$ cat src/rtl/demux_pkg.sv
// Shared constants for the 1-to-2 stream demultiplexer and its per-port FIFOs.
package demux_pkg;
  localparam logic SEL_A          = 1'b1;
  localparam logic SEL_B          = 1'b0;
  localparam int   DATA_W_DEFAULT = 32;
  localparam int   CNT_W          = 16;
endpackage

$ cat src/rtl/stream_fifo2.sv
// Two-entry FIFO; r_mem0 always holds the oldest beat so o_data needs no read mux.
// Full refuses push even with a same-cycle pop: no pass-through path.
module stream_fifo2
  import demux_pkg::*;
#(
  parameter int WIDTH = DATA_W_DEFAULT
) (
  input  logic             clk,
  input  logic             rst_n,
  input  logic             i_push,
  input  logic [WIDTH-1:0] i_data,
  input  logic             i_pop,
  output logic             o_full,
  output logic             o_empty,
  output logic [WIDTH-1:0] o_data
);

  logic [1:0]       r_occ;
  logic [WIDTH-1:0] r_mem0;
  logic [WIDTH-1:0] r_mem1;
  logic             w_push;
  logic             w_pop;

  assign w_push  = i_push && (r_occ != 2'd2);
  assign w_pop   = i_pop && (r_occ != 2'd0);
  assign o_full  = (r_occ == 2'd2);
  assign o_empty = (r_occ == 2'd0);
  assign o_data  = r_mem0;

  always_ff @(posedge clk or negedge rst_n) begin
    if (!rst_n) begin
      r_occ  <= 2'd0;
      r_mem0 <= '0;
      r_mem1 <= '0;
    end else begin
      case ({w_push, w_pop})
        2'b10: begin
          if (r_occ == 2'd0) r_mem0 <= i_data;
          else               r_mem1 <= i_data;
          r_occ <= r_occ + 2'd1;
        end
        2'b01: begin
          r_mem0 <= r_mem1;
          r_occ  <= r_occ - 2'd1;
        end
        // Both only possible at occupancy 1: the new beat replaces the departing head.
        2'b11:   r_mem0 <= i_data;
        default: ;
      endcase
    end
  end

endmodule

$ cat src/rtl/demux_1x2_stream.sv
// Routes each accepted beat to port A (in_sel=1) or B (in_sel=0) through a 2-deep FIFO,
// one cycle latency; in_ready reflects only the selected port's registered occupancy.
module demux_1x2_stream
  import demux_pkg::*;
#(
  parameter int WIDTH = DATA_W_DEFAULT
) (
  input  logic             clk,
  input  logic             rst_n,
  input  logic             in_valid,
  input  logic [WIDTH-1:0] in_data,
  input  logic             in_sel,
  output logic             in_ready,
  output logic             a_valid,
  output logic [WIDTH-1:0] a_data,
  input  logic             a_ready,
  output logic             b_valid,
  output logic [WIDTH-1:0] b_data,
  input  logic             b_ready,
  output logic [CNT_W-1:0] a_count,
  output logic [CNT_W-1:0] b_count
);

  localparam logic [CNT_W-1:0] CNT_ONE = {{(CNT_W-1){1'b0}}, 1'b1};

  logic             w_a_full;
  logic             w_a_empty;
  logic             w_b_full;
  logic             w_b_empty;
  logic             w_push_a;
  logic             w_push_b;
  logic             w_pop_a;
  logic             w_pop_b;
  logic [CNT_W-1:0] r_a_count;
  logic [CNT_W-1:0] r_b_count;

  assign in_ready = (in_sel == SEL_A) ? !w_a_full : !w_b_full;
  assign w_push_a = in_valid && in_ready && (in_sel == SEL_A);
  assign w_push_b = in_valid && in_ready && (in_sel == SEL_B);
  assign a_valid  = !w_a_empty;
  assign b_valid  = !w_b_empty;
  assign w_pop_a  = a_valid && a_ready;
  assign w_pop_b  = b_valid && b_ready;
  assign a_count  = r_a_count;
  assign b_count  = r_b_count;

  stream_fifo2 #(.WIDTH(WIDTH)) u_fifo_a (
    .clk     (clk),
    .rst_n   (rst_n),
    .i_push  (w_push_a),
    .i_data  (in_data),
    .i_pop   (w_pop_a),
    .o_full  (w_a_full),
    .o_empty (w_a_empty),
    .o_data  (a_data)
  );

  stream_fifo2 #(.WIDTH(WIDTH)) u_fifo_b (
    .clk     (clk),
    .rst_n   (rst_n),
    .i_push  (w_push_b),
    .i_data  (in_data),
    .i_pop   (w_pop_b),
    .o_full  (w_b_full),
    .o_empty (w_b_empty),
    .o_data  (b_data)
  );

  always_ff @(posedge clk or negedge rst_n) begin
    if (!rst_n) begin
      r_a_count <= '0;
      r_b_count <= '0;
    end else begin
      if (w_pop_a) r_a_count <= r_a_count + CNT_ONE;
      if (w_pop_b) r_b_count <= r_b_count + CNT_ONE;
    end
  end

endmodule
$ cat config.mk
export PLATFORM = sky130hd
export DESIGN_NAME = demux_1x2_stream
export DESIGN_NICKNAME = d
export VERILOG_FILES = /design/src/rtl/demux_pkg.sv /design/src/rtl/stream_fifo2.sv /design/src/rtl/demux_1x2_stream.sv
export SDC_FILE = /design/constraint.sdc
export NUM_CORES = 1
export LEC_CHECK = 0
export ABC_AREA = 1
export BUFFER_PORTS_ARGS = -buffer_cell sky130_fd_sc_hd__buf_2
export CAP_MARGIN = 40
export CORE_AREA = 2 2 195 101
export DETAILED_ROUTE_END_ITERATION = 7
export DIE_AREA = 0 0 197 103
export GPL_TIMING_DRIVEN = 0
export HOLD_SLACK_MARGIN = 0.06
export PLACE_DENSITY = 0.64
export SLEW_MARGIN = 10
export SYNTH_ARGS = -nofsm -noshare
export SYNTH_HDL_FRONTEND = slang
export SYNTH_SLANG_ARGS = --single-unit
$ cat constraint.sdc
create_clock -name clk -period 2.85 [get_ports clk]
set_clock_uncertainty 0.2 [all_clocks]
set_input_delay 0.285 -clock clk [delete_from_list [all_inputs] [get_ports clk]]
set_output_delay 0.285 -clock clk [all_outputs]
set_load 0.1 [all_outputs]
* Word level (Yosys, flattened, before mapping)
Index checks and enable logic that the tools add are counted.
Word-level totals: flip-flop bits (word level) 164, memory bits (writable) 0, memories 0, input bits 38, bits in latches 0, memory bits (read-only) 0, output and inout bits 99, logic and storage cells 61
Cells by class: add/sub/neg operators 6, bitwise gates (word level) 3, muxes and demuxes 7, order comparisons 0, reductions and logical operators 25, eq/ne operators 12, multiply operators 0, shift operators 0, divide/modulo/power cells 0
Operators with widths (number):
- case mux 32 bit (3 select lines) | 2
- two-way mux 32 bit | 2
- adder 16 x 1 -> 16 bit, second input constant | 2
- equality test 2 bit, second input constant | 6
- logical AND 1 bit | 9
- != test 2 bit, second input constant | 4
- case mux 2 bit (2 select lines) | 2
- AND reduction 2 bit | 4
- nonzero test 2 bit | 4
- nonzero test 3 bit | 2
- adder 2 x 1 -> 2 bit, second input constant | 2
- equality test 2 x 1 -> 1 bit, second input constant | 2
- zero test 1 bit | 4
- zero test 2 bit | 2
- subtractor 2 x 1 -> 2 bit, second input constant | 2
- inverter 1 bit | 3
- two-way mux 1 bit | 1

* Longest topological paths before layout
depth in word-level cells 9, depth in mapped cells 11, depth with buffers taken out 9

* Modules after synthesis
A second synthesis with hierarchy kept.
Second synthesis, totals: cells, all modules 944, area, all modules 7831.3 sq um
Modules (own cells, without submodules):
- stream_fifo2 | sequential area each 1651.6 sq um, area each 3041.7 sq um, cells each 367, instances 2
- demux_1x2_stream | sequential area each 800.8 sq um, area each 1747.9 sq um, cells each 210, instances 1

* Least setup slack after synthesis
Ideal clock, no wire load.
path kind reg2reg, start point reg u_fifo_a.r_occ[0], end point reg u_fifo_a.r_mem0[30] (netlist: u_fifo_a.o_data[30]), cell stages (with the launch flop) 12, arrival 2.108 ns, period minus slack after synthesis 2.434 ns, slack 0.416 ns, library setup time 0.126 ns, cells stage by stage dfrtp_1 > inv_2 > nand2_2 > nand2_2 > buf_6 > inv_1 > ha_1 > buf_2 > buf_1 > nor2_1 > a21oi_1 > a21oi_1
On the way: elaborated cells between the ends (all ways) 19
RTL lines:
- from (decl) | line stream_fifo2.sv:18 | logic [1:0] r_occ;
- from (signal assigned) | line stream_fifo2.sv:40 | r_occ <= r_occ + 2'd1;
- from (signal assigned) | line stream_fifo2.sv:44 | r_occ <= r_occ - 2'd1;
- zero test 2 bit (*) | line stream_fifo2.sv:27 | assign o_empty = (r_occ == 2'd0);
- zero test 1 bit (*) | line demux_1x2_stream.sv:40 | assign a_valid = !w_a_empty;
- named net a_valid | line demux_1x2_stream.sv:14 | output logic a_valid,
- logical AND 1 bit (*) | line demux_1x2_stream.sv:42 | assign w_pop_a = a_valid && a_ready;
- named net u_fifo_a.i_pop | line stream_fifo2.sv:12 | input logic i_pop,
- logical AND 1 bit (*) | line stream_fifo2.sv:25 | assign w_pop = i_pop && (r_occ != 2'd0);
- equality test 2 bit / equality test 2 x 1 -> 1 bit (equally long branches) | line stream_fifo2.sv:36 | case ({w_push, w_pop})
- != test 2 bit (no source line) / nonzero test 3 bit (equally long branches)
- AND reduction 2 bit (no source line)
- to (signal assigned) | line stream_fifo2.sv:38 | if (r_occ == 2'd0) r_mem0 <= i_data;
- to (signal assigned) | line stream_fifo2.sv:43 | r_mem0 <= r_mem1;
- to (signal assigned) | line stream_fifo2.sv:47 | 2'b11: r_mem0 <= i_data;
- to (decl) | line stream_fifo2.sv:19 | logic [WIDTH-1:0] r_mem0;
Mark *: on every way through the listed nets, which the timed path passes. The rest lies on a longest branch. A chain may end at the register's enable or synchronous reset.

* Final worst setup path
start point reg u_fifo_a.r_occ[0], end point reg u_fifo_a.r_mem0[18] (netlist: u_fifo_a.o_data[18])
On the way: elaborated cells between the ends (all ways) 19
RTL lines (line):
- zero test 2 bit (*) | stream_fifo2.sv:27
- zero test 1 bit (*) | demux_1x2_stream.sv:40
- logical AND 1 bit (*) | demux_1x2_stream.sv:42
- named net u_fifo_a.i_pop | stream_fifo2.sv:12
- logical AND 1 bit (*) | stream_fifo2.sv:25
- equality test 2 bit / equality test 2 x 1 -> 1 bit (equally long branches) | stream_fifo2.sv:36
- != test 2 bit (no source line) / nonzero test 3 bit (equally long branches)
- AND reduction 2 bit (no source line)
Marked as above.

==> impl_metrics.env <==
export IMPL_outcome="completed"
export IMPL_synthTopCellsByArea="dfrtp_1, nor2_1, nand2_1"
export IMPL_synth_net_count=887
export IMPL_min_delay_start="b_ready"
export IMPL_cts_buffers=17
export IMPL_rows=36
export IMPL_grt_overflow_total=0
export IMPL_slew_headroom=0.556
export IMPL_ys_top_cells_by_count="dfrtp_1, nor2_1, nand2_1, a21oi_1, o21ai_0"
export IMPL_io_pins=137
export IMPL_cp_max_fo=10
export IMPL_dp_hpwl_um=14200
export IMPL_worstPathArrival_ns=2.71
export IMPL_root_buffer="clkbuf_16"
export IMPL_finalCritPeriodShare=0.897
export IMPL_synth_area_per_cell_um2=8.75
export IMPL_r2r_slack_ns=0.29
export IMPL_synth_seq_cells=164
export IMPL_hold_end="b_count[4]"
export IMPL_drtPass1Iterations=5
export IMPL_r2r_end="u_fifo_a.o_data[18]"
export IMPL_yosysMostFrequentCell="dfrtp_1"
export IMPL_synth_top_area_cell="dfrtp_1"
export IMPL_hold_violations=0
export IMPL_synth_cells=842
export IMPL_synth_edf_count=0
export IMPL_clk_pin_slew_ns=0.07
export IMPL_required_ns=3.00
export IMPL_diodes=0
export IMPL_yosys_warnings=0
export IMPL_synthToLayoutAreaGrowth_pct=26.5
export IMPL_nNetsFinal=1076
export IMPL_initial_utilization=0.391
export IMPL_drtIter0Drc=254
export IMPL_core_area_um2=18800
export IMPL_drive_gt1_frac=0.223
export IMPL_post_route_drc_count=0
export IMPL_critPathLaunchType="flop"
export IMPL_synth_main_ff_cell="dfrtp_1"
export IMPL_crit_path_end_kind="flop"
export IMPL_synth_area_um2=7360
export IMPL_holdPathStages=5
export IMPL_dieHeight_um=103
export IMPL_die_area_um2=20300
export IMPL_antenna_found_initial=0
export IMPL_ant_nets=0
export IMPL_synth_cell_types=26
export IMPL_rsz0062_at_grt="no"
export IMPL_num_vias=6211
export IMPL_die_x_um=197
export IMPL_h_tree_depth=4
export IMPL_cts_buffer_depth=2
export IMPL_fmax_ghz=0.391
export IMPL_vias_per_cell=4.81
export IMPL_grt_pass1_wl_um=31700
export IMPL_cts_tree="built"
export IMPL_slew_viol_final=0
export IMPL_fill_cells=1838
export IMPL_crit_type="flop to flop"
export IMPL_fin_crit_ns=2.56
export IMPL_reg2regPathDepth=10
export IMPL_place_gp_congestion=0.853
export IMPL_drt_total_wl_um=20100
export IMPL_numPortBuffers=136
export IMPL_final_util=0.495
export IMPL_setup_slack_ns=0.292
export IMPL_grt_pass1_vias=5593
export IMPL_grt_start_max_net_pins=87
export IMPL_ys_async_sr_fraction=1.00
export IMPL_clock_sinks=164
export IMPL_yosys_area_top_type_share=0.557
export IMPL_clk_latency_ns=0.43
export IMPL_min_path_type="input port to flop"
export IMPL_drv_cap=0
export IMPL_avgRoutedWirePerCell_um=15.6
export IMPL_place_ws_ns=0.222
export IMPL_tightest_slew_ns=0.666
export IMPL_grt_usage=0.204
export IMPL_seq_area_frac_synth=0.557
export IMPL_setup_viol=0
export IMPL_rr_startpoint="u_fifo_a.r_occ[0]"
## worst max-delay path: stages, from the launching register on
cell	delay [ns]
dfrtp_1	0.41
inv_2	0.07
nand2_2	0.12
nand2_2	0.09
buf_6	0.15
inv_1	0.12
ha_1	0.24
buf_2	0.25
clkbuf_1	0.47
a21oi_1	0.17
a21oi_1	0.18
## cells by family after synthesis
family / synth area share
fa+ha+maj: 0.0119
compound gates: 0.153
simple gates: 0.185
buf+inv: 0.0642
flops: 0.557
xor+xnor: 0.0285
## cell type report
| type | count | area, um^2 | share of cell area |
|---|---|---|---|
| clock inverter | 13 | 149 | 0.0160 |
| tap | 247 | 309 | 0.0332 |
| sequential | 164 | 4100 | 0.441 |
| buffer | 40 | 228 | 0.0244 |
| multi-input combinational | 572 | 2790 | 0.299 |
| clock buffer | 19 | 443 | 0.0475 |
| inverter | 66 | 248 | 0.0266 |
| timing repair buffer | 170 | 1050 | 0.113 |
## metrics by stage
step / hold WS [ns] / TNS [ns] / cells / area, um^2
after floorplan: -0.211 / 0 / 842 / 7360
after global placement: 0.266 / -223.48 / 1225 / 8350
after detailed placement: 0.141 / 0 / 1226 / 8390
after CTS: 0.114 / 0 / 1291 / 9310
after global routing: 0.132 / 0 / 1291 / 9320
final: 0.130 / 0 / 1291 / 9320
## layer usage
layer / up-vias / part of all wire / track usage
met5: - / 0 / 0
met4: 0 / 0.0096 / 0.0526
met3: 17 / 0.040 / 0.0393
met2: 135 / 0.39 / 0.271
met1: 2993 / 0.56 / 0.331
li1: 3066 / - / -
## cell usage in the layout (no fill, tap or decap), types with 3 or more instances in the layout
cell           instances
nand2_2                6
dlygate4sd3_1         33
clkbuf_16             17
o21ai_0               72
dfrtp_1              164
inv_2                  3
inv_1                 63
nand3b_1               5
a21oi_1              102
xnor2_1               10
xor2_1                14
ha_1                   7
buf_2                147
buf_6                  8
clkinv_4               4
nor2_1               161
a21oi_2               28
nand3_1                5
clkbuf_1              18
nor2_4                 3
nand2_1              149
## flip-flops by register name, indices dropped and copies added (netlist names)
signal           flops
u_fifo_a.o_data     32
u_fifo_a.r_mem1     32
u_fifo_b.o_data     32
u_fifo_b.r_mem1     32
a_count             16
b_count             16
u_fifo_a.r_occ       2
u_fifo_b.r_occ       2
## worst max path at each step
| stage | start | end | slack [ns] |
|---|---|---|---|
| after floorplan | u_fifo_a.r_occ[0] | u_fifo_a.o_data[30] | 0.42 |
| after global placement | rst_n | u_fifo_a.o_data[14] | -1.39 |
| after detailed placement | u_fifo_b.r_occ[0] | u_fifo_b.o_data[20] | 0.22 |
| after CTS | u_fifo_a.r_occ[0] | u_fifo_a.o_data[22] | 0.17 |
| after global routing | u_fifo_b.r_occ[0] | u_fifo_b.o_data[15] | 0.03 |
| final | u_fifo_a.r_occ[0] | u_fifo_a.o_data[18] | 0.29 |
## timing repair
item,in CTS,in global routing
resized for setup,0,4
hold buffers,33,0
setup buffers,0,0
endpoints found under the setup margin,0,4
hold endpoints to repair,149,0
Power is left out: the tool's default activity adds up to more than one toggle a clock period on the data nets, which glitch-free logic cannot reach.
